<file path="config.mk">
export PLATFORM = sky130hd
export DESIGN_NAME = mul_pipe_arb_flat
export DESIGN_NICKNAME = d
export VERILOG_FILES = /design/src/rtl/mul_pipe_arb_if.sv /design/src/rtl/mul_pipe_arb.sv /design/src/flat_wrapper.sv
export SDC_FILE = /design/constraint.sdc
export NUM_CORES = 1
export LEC_CHECK = 0
export BUFFER_PORTS_ARGS = -buffer_cell sky130_fd_sc_hd__buf_2
export CORE_AREA = 2 2 113 115
export DETAILED_ROUTE_END_ITERATION = 12
export DIE_AREA = 0 0 115 117
export PLACE_DENSITY = 0.45
export SETUP_SLACK_MARGIN = 0.02
export SLEW_MARGIN = 25
export SYNTH_ARGS = -nofsm -noshare
export SYNTH_HDL_FRONTEND = slang
export SYNTH_SLANG_ARGS = --single-unit
</file>
<file path="constraint.sdc">
create_clock -name clk -period 4.2 [get_ports clk]
set_input_delay 0.42 -clock clk [delete_from_list [all_inputs] [get_ports clk]]
set_output_delay 0.42 -clock clk [all_outputs]
set_load 0.02 [all_outputs]
</file>
<file path="src/rtl/mul_pipe_arb_if.sv">
// Requester-side handshake bundle for the shared multiplier arbiter.
// The master drives requests and response-accept; the slave is the arbiter.
interface mul_pipe_arb_if #(
    parameter int EXPO_W = 8,
    parameter int MANT_W = 23
);
    localparam int W = 1 + EXPO_W + MANT_W;

    logic [1:0]          req_valid;
    logic [1:0]          req_ready;
    logic [1:0][W-1:0]   req_a;
    logic [1:0][W-1:0]   req_b;
    logic [1:0][2:0]     req_rm;
    logic [1:0]          rsp_valid;
    logic [1:0]          rsp_ready;
    logic [W-1:0]        rsp_res;
    logic [4:0]          rsp_flags;

    modport master (
        output req_valid, req_a, req_b, req_rm, rsp_ready,
        input  req_ready, rsp_valid, rsp_res, rsp_flags
    );

    modport slave (
        input  req_valid, req_a, req_b, req_rm, rsp_ready,
        output req_ready, rsp_valid, rsp_res, rsp_flags
    );
endinterface

</file>
<file path="src/rtl/mul_pipe_arb.sv">
// Round-robin arbiter and stage valid/owner tracker for a shared LAT-stage FP multiplier.
// Optional synchronous flush port enabled by defining MUL_PIPE_ARB_FLUSH_EN.
module mul_pipe_arb #(
    parameter int EXPO_W = 8,
    parameter int MANT_W = 23,
    parameter int LAT    = 3
) (
    input  logic                          clk,
    input  logic                          rst,
`ifdef MUL_PIPE_ARB_FLUSH_EN
    input  logic                          i_flush,
`endif
    mul_pipe_arb_if.slave                 bus,
    output logic                          o_pipe_en,
    output logic                          o_pipe_in_vld,
    output logic [EXPO_W+MANT_W:0]        o_pipe_a,
    output logic [EXPO_W+MANT_W:0]        o_pipe_b,
    output logic [2:0]                    o_pipe_rm,
    input  logic [EXPO_W+MANT_W:0]        i_pipe_res,
    input  logic [4:0]                    i_pipe_flags,
    output logic [$clog2(LAT+1)-1:0]      o_inflight
);
    localparam int CW = $clog2(LAT + 1);

    logic [LAT-1:0] r_vld;
    logic [LAT-1:0] r_own;
    logic           r_rr_ptr;

    logic [LAT-1:0] w_vld_next;
    logic [LAT-1:0] w_own_next;
    logic           w_flush;
    logic           w_stall;
    logic           w_gnt;
    logic           w_gnt_id;
    logic           w_sel;
    logic           w_issue;
    logic [1:0]     w_ready;
    logic [CW-1:0]  w_inflight;

`ifdef MUL_PIPE_ARB_FLUSH_EN
    assign w_flush = i_flush;
`else
    assign w_flush = 1'b0;
`endif

    // Only an occupied last stage whose owner refuses the result can freeze the pipe.
    assign w_stall = r_vld[LAT-1] & ~bus.rsp_ready[r_own[LAT-1]];

    always_comb begin
        w_gnt_id = 1'b0;
        case (bus.req_valid)
            2'b11:   w_gnt_id = r_rr_ptr;
            2'b10:   w_gnt_id = 1'b1;
            default: w_gnt_id = 1'b0;
        endcase
    end

    assign w_gnt         = (|bus.req_valid) & ~w_stall & ~w_flush & ~rst;
    assign w_ready       = w_gnt ? (2'b01 << w_gnt_id) : 2'b00;
    assign bus.req_ready = w_ready;
    assign w_issue       = |(bus.req_valid & w_ready);
    assign o_pipe_in_vld = w_issue;
    assign o_pipe_en     = ~w_stall;

    // Idle cycles steer requester 0 onto the operand bus.
    assign w_sel     = w_gnt & w_gnt_id;
    assign o_pipe_a  = bus.req_a[w_sel];
    assign o_pipe_b  = bus.req_b[w_sel];
    assign o_pipe_rm = bus.req_rm[w_sel];

    assign bus.rsp_valid = (r_vld[LAT-1] & ~w_flush) ? (2'b01 << r_own[LAT-1]) : 2'b00;
    assign bus.rsp_res   = i_pipe_res;
    assign bus.rsp_flags = i_pipe_flags;

    assign w_vld_next[0] = w_issue;
    assign w_own_next[0] = w_gnt_id;
    generate
        for (genvar gi = 1; gi < LAT; gi++) begin : g_stage
            assign w_vld_next[gi] = r_vld[gi-1];
            assign w_own_next[gi] = r_own[gi-1];
        end
    endgenerate

    always_ff @(posedge clk or posedge rst) begin
        if (rst) begin
            r_vld    <= '0;
            r_own    <= '0;
            r_rr_ptr <= 1'b0;
        end else if (w_flush) begin
            r_vld <= '0;
        end else if (o_pipe_en) begin
            r_vld <= w_vld_next;
            r_own <= w_own_next;
            if (w_issue) begin
                r_rr_ptr <= ~w_gnt_id;
            end
        end
    end

    always_comb begin
        w_inflight = '0;
        for (int i = 0; i < LAT; i++) begin
            w_inflight = w_inflight + CW'(r_vld[i]);
        end
    end
    assign o_inflight = w_inflight;
endmodule
</file>
<file path="src/flat_wrapper.sv">
// flat-port wrapper written by rule: the top's interface ports become plain ports
module mul_pipe_arb_flat 
#(
    parameter int EXPO_W = 8,
    parameter int MANT_W = 23,
    parameter int LAT    = 3
)
  (clk, rst, o_pipe_en, o_pipe_in_vld, o_pipe_a, o_pipe_b, o_pipe_rm, i_pipe_res, i_pipe_flags, o_inflight, bus_req_valid, bus_req_a, bus_req_b, bus_req_rm, bus_rsp_ready, bus_req_ready, bus_rsp_valid, bus_rsp_res, bus_rsp_flags);
  mul_pipe_arb_if #(.EXPO_W(EXPO_W), .MANT_W(MANT_W)) bus_i ();
  input  logic clk;
  input  logic rst;
  output logic o_pipe_en;
  output logic o_pipe_in_vld;
  output logic [EXPO_W+MANT_W:0] o_pipe_a;
  output logic [EXPO_W+MANT_W:0] o_pipe_b;
  output logic [2:0] o_pipe_rm;
  input  logic [EXPO_W+MANT_W:0] i_pipe_res;
  input  logic [4:0] i_pipe_flags;
  output logic [$clog2(LAT+1)-1:0] o_inflight;
  input wire logic [$bits(bus_i.req_valid)-1:0] bus_req_valid;
  input wire logic [$bits(bus_i.req_a)-1:0] bus_req_a;
  input wire logic [$bits(bus_i.req_b)-1:0] bus_req_b;
  input wire logic [$bits(bus_i.req_rm)-1:0] bus_req_rm;
  input wire logic [$bits(bus_i.rsp_ready)-1:0] bus_rsp_ready;
  output wire logic [$bits(bus_i.req_ready)-1:0] bus_req_ready;
  output wire logic [$bits(bus_i.rsp_valid)-1:0] bus_rsp_valid;
  output wire logic [$bits(bus_i.rsp_res)-1:0] bus_rsp_res;
  output wire logic [$bits(bus_i.rsp_flags)-1:0] bus_rsp_flags;
  assign bus_i.req_valid = bus_req_valid;
  assign bus_i.req_a = bus_req_a;
  assign bus_i.req_b = bus_req_b;
  assign bus_i.req_rm = bus_req_rm;
  assign bus_i.rsp_ready = bus_rsp_ready;
  assign bus_req_ready = bus_i.req_ready;
  assign bus_rsp_valid = bus_i.rsp_valid;
  assign bus_rsp_res = bus_i.rsp_res;
  assign bus_rsp_flags = bus_i.rsp_flags;
  mul_pipe_arb #(.EXPO_W(EXPO_W), .MANT_W(MANT_W), .LAT(LAT)) u_core (.clk(clk), .rst(rst), .bus(bus_i), .o_pipe_en(o_pipe_en), .o_pipe_in_vld(o_pipe_in_vld), .o_pipe_a(o_pipe_a), .o_pipe_b(o_pipe_b), .o_pipe_rm(o_pipe_rm), .i_pipe_res(i_pipe_res), .i_pipe_flags(i_pipe_flags), .o_inflight(o_inflight));
endmodule
</file>
==> metrics.txt <==
# TYPE chip_impl_metric gauge
chip_impl_metric{name="synth_area",unit="um2"} 1470
chip_impl_metric{name="timing.setup.tns",unit="ns"} 0
chip_impl_metric{name="final_max_slew_viol_count",unit=""} 0
chip_impl_metric{name="fillers",unit=""} 1363
chip_impl_metric{name="portBuffers",unit=""} 214
chip_impl_info{name="worst_path_dominant_cell_family",value="buffers and inverters"} 1
chip_impl_metric{name="n_antenna_cell",unit=""} 0
chip_impl_info{name="layout.cells.most_common",value="sky130_fd_sc_hd__buf_2"} 1
chip_impl_metric{name="cp_data_arrival_time",unit="ns"} 2.51
chip_impl_metric{name="synthesis.nets",unit=""} 325
chip_impl_metric{name="post_cts.repair.setup_buffers",unit=""} 0
chip_impl_metric{name="synth.top_cell.area_share",unit=""} 0.383
chip_impl_info{name="critPathLaunchType",value="register"} 1
chip_impl_metric{name="firstDrtPassIters",unit=""} 2
chip_impl_metric{name="cp_data_required_time",unit="ns"} 3.78
chip_impl_info{name="crit_chain",value="mux2i_1 -> a2111oi_4 -> buf_4 -> mux2_2 -> buf_2"} 1
chip_impl_metric{name="drive_above_1_share",unit=""} 0.839
chip_impl_metric{name="placeable_core_region",unit="um2"} 12300
chip_impl_metric{name="power",unit="W"} 0.000850
chip_impl_info{name="hold_removal_path_class",value="in2async"} 1
chip_impl_metric{name="rr_worst_depth",unit=""} 4
chip_impl_info{name="layout_common_cells",value="sky130_fd_sc_hd__buf_2, sky130_fd_sc_hd__mux2_2, sky130_fd_sc_hd__mux2_1"} 1
chip_impl_metric{name="grt_overflow_total",unit=""} 0
chip_impl_metric{name="row_count",unit=""} 41
chip_impl_metric{name="postSynthAreaPerCell",unit="um2"} 10.0
chip_impl_info{name="endpoint_kind",value="output pin"} 1
chip_impl_info{name="worst-setup-path-type",value="reg2out"} 1
chip_impl_metric{name="nets",unit=""} 501
chip_impl_metric{name="drc",unit=""} 0
chip_impl_metric{name="cp_num_buf_inv",unit=""} 2
chip_impl_metric{name="cts_inserted_buffers",unit=""} 3
chip_impl_metric{name="worst_skew_pair.late_latency",unit="ns"} 0.23
chip_impl_metric{name="postSynthRegisterBits",unit=""} 7
chip_impl_metric{name="track_usage",unit=""} 0.0753
chip_impl_metric{name="leakage",unit="nW"} 1.32
chip_impl_metric{name="count_of_antenna_violating_nets_left_after_detailed_routing",unit=""} 0
chip_impl_metric{name="ir_drop",unit="mV"} 0.141
chip_impl_metric{name="cap_viol_max_count",unit=""} 0
chip_impl_metric{name="detailedPlacementHpwl",unit="mm"} 5.51
chip_impl_metric{name="io-pin-count",unit=""} 289
chip_impl_metric{name="initial_core_util",unit=""} 0.119
chip_impl_metric{name="number_of_global_route_vias_before_repair",unit=""} 1513
chip_impl_metric{name="totalWireLength",unit="mm"} 6.18
chip_impl_info{name="r2r_start",value="u_core.r_own[2]"} 1
chip_impl_info{name="critical_path.reg2reg.endpoint",value="u_core.r_own[1]"} 1
chip_impl_metric{name="antenna_found_initial",unit=""} 0
chip_impl_metric{name="final-setup-viol-count",unit=""} 0
chip_impl_info{name="synth_top_area_cell",value="sky130_fd_sc_hd__mux2_2"} 1
chip_impl_metric{name="vias",unit=""} 1783
chip_impl_metric{name="cp_slowest_stage_delay",unit="ns"} 0.56
chip_impl_metric{name="clkSlewWorstSetupHoldPaths",unit="ns"} 0.04
chip_impl_metric{name="drt-initial-drc-count",unit=""} 16
chip_impl_info{name="worstSetupStartpoint",value="u_core.r_own[2]"} 1
chip_impl_metric{name="skew",unit="ns"} 0.00160
chip_impl_info{name="cts_root_buffer",value="sky130_fd_sc_hd__clkbuf_16"} 1
chip_impl_info{name="outcome",value="finished clean"} 1
chip_impl_metric{name="post_cts_resize_count",unit=""} 0
chip_impl_metric{name="fp.dieW",unit="um"} 115
chip_impl_info{name="worst_setup_path_endpoint",value="o_pipe_b[31]"} 1
chip_impl_metric{name="ys_warn_count",unit=""} 0
chip_impl_metric{name="max-slew-margin-rel",unit=""} 0.565
chip_impl_metric{name="worst_pin_slew",unit="ns"} 0.652
chip_impl_metric{name="post_drt_via_cell_ratio",unit=""} 3.78
chip_impl_metric{name="synthToLayoutAreaGrowth",unit="%"} 69.4
chip_impl_metric{name="die-height",unit="um"} 117
chip_impl_metric{name="placer_s_final_routability_congestion_estimate",unit=""} 0.725
chip_impl_metric{name="post-route-period-util",unit=""} 0.696
chip_impl_metric{name="timing.critical_path.fanout_max",unit=""} 51
chip_impl_metric{name="wl_per_cell",unit="um"} 13.1
chip_impl_metric{name="dieArea",unit="um2"} 13500
chip_impl_info{name="grt_setup_unrepaired",value="no"} 1
chip_impl_metric{name="clock_sink_count",unit=""} 7
chip_impl_info{name="critical_path.slowest_cell",value="sky130_fd_sc_hd__buf_4"} 1
chip_impl_metric{name="h_tree_depth_reported_by_cts",unit=""} 1
chip_impl_metric{name="seq_area_frac_synth",unit=""} 0.119
chip_impl_metric{name="netlist_instances",unit=""} 147
chip_impl_metric{name="clock.fmax",unit="MHz"} 342
chip_impl_metric{name="final_hold_viol_count",unit=""} 0
chip_impl_metric{name="holdBufCountCts",unit=""} 0
chip_impl_metric{name="min_period",unit="ns"} 2.93
chip_impl_metric{name="reg2reg_setup_slack",unit="ns"} 2.40
chip_impl_metric{name="post_synth_num_cell_types",unit=""} 24
chip_impl_metric{name="power.density_cell_area",unit="nW/um2"} 341
chip_impl_info{name="leading_post_synthesis_cells_by_cell_area",value="sky130_fd_sc_hd__mux2_2, sky130_fd_sc_hd__buf_4, sky130_fd_sc_hd__mux2_1"} 1
chip_impl_metric{name="grt_pass1_wl",unit="mm"} 7.60
chip_impl_info{name="tritoncts",value="yes"} 1
chip_impl_metric{name="crit_cells",unit=""} 5
chip_impl_metric{name="ctsLongestPathBuffers",unit=""} 2
chip_impl_metric{name="largest_net_degree_at_the_start_of_global_routing",unit=""} 52
[flip-flops by register name (all words and copies together) (netlist names)]
name	count
u_core.r_own	3
u_core.r_vld	3
u_core.r_rr_ptr	1
[metal layers]
metal / wire (um) / part of all wire / track usage / vias to the layer above
met5: 0 / 0 / 0 / -
met4: 141 / 0.023 / 0.0241 / 0
met3: 741 / 0.12 / 0.0247 / 12
met2: 3070 / 0.50 / 0.144 / 163
met1: 2230 / 0.36 / 0.0780 / 776
li1: - / - / - / 832
[area by class of cell]
class / count / area, um2 / share of cell area
timing repair buffer: 216 / 1090 / 0.436
multi-input combinational: 90 / 945 / 0.379
tap: 150 / 188 / 0.0753
sequential: 7 / 175 / 0.0703
clock buffer: 4 / 78.8 / 0.0316
inverter: 5 / 18.8 / 0.00753
[report_power, final]
group,switching [W],internal (W),total [W]
Sequential,0.0000353,0.0000971,0.000132
Combinational,0.000312,0.000245,0.000557
Clock,0.0000340,0.000126,0.000160
[synth_stat cells]
library cell,number
sky130_fd_sc_hd__and2_1,1
sky130_fd_sc_hd__mux2i_1,1
sky130_fd_sc_hd__mux2_2,50
sky130_fd_sc_hd__a211oi_1,2
sky130_fd_sc_hd__a21oi_1,2
sky130_fd_sc_hd__nand2b_1,2
sky130_fd_sc_hd__mux2_1,19
sky130_fd_sc_hd__o32ai_1,1
sky130_fd_sc_hd__nor2b_1,2
sky130_fd_sc_hd__clkbuf_1,1
sky130_fd_sc_hd__nand2_1,1
sky130_fd_sc_hd__o31ai_1,1
sky130_fd_sc_hd__and2_0,1
sky130_fd_sc_hd__buf_4,38
sky130_fd_sc_hd__dfrtp_1,7
sky130_fd_sc_hd__buf_6,2
sky130_fd_sc_hd__buf_2,4
sky130_fd_sc_hd__nor2_1,2
sky130_fd_sc_hd__a2111oi_4,1
sky130_fd_sc_hd__inv_1,5
sky130_fd_sc_hd__a21o_1,1
sky130_fd_sc_hd__a21boi_0,1
sky130_fd_sc_hd__nand3_1,1
sky130_fd_sc_hd__fa_1,1
[per-stage QoR]
stage	utilization	hold slack [ns]	area (um2)	worst slack, ns	std cells
global route	0.202	0.205	2490	1.13	472
global placement	0.196	0.425	2410	1.47	468
detailed placement	0.196	0.427	2410	1.40	468
floorplan	-	0.223	1470	1.87	147
CTS	0.202	0.186	2490	1.20	472
finish	0.202	0.175	2490	1.27	472
[worst register-to-register path, cell delays in order, from the launching register on]
cell and delay [ns]:
sky130_fd_sc_hd__dfrtp_1 0.38, sky130_fd_sc_hd__mux2i_1 0.52, sky130_fd_sc_hd__and2_0 0.36, sky130_fd_sc_hd__inv_1 0.13, sky130_fd_sc_hd__mux2_2 0.28
[logic make-up after synthesis]
| kind of cell | synth area share |
|---|---|
| AO/OA/AOI/OAI | 0.0570 |
| adder cells (fa/ha/maj) | 0.0136 |
| multiplexers | 0.535 |
| flip-flops | 0.119 |
| AND/OR/NAND/NOR | 0.0366 |
| buffers and inverters | 0.238 |
[worst min path at each step]
| stage | from | end | depth (start not counted) |
|---|---|---|---|
| final | rst | u_core.r_vld[2] | 2 |
| after floorplan | rst | u_core.r_own[0] | 1 |
| after global routing | rst | u_core.r_vld[2] | 2 |
| after CTS | rst | u_core.r_vld[0] | 2 |
| after global placement | rst | u_core.r_vld[0] | 2 |
| after detailed placement | rst | u_core.r_vld[0] | 2 |
Note: power is estimated with default switching activity, not from simulation.
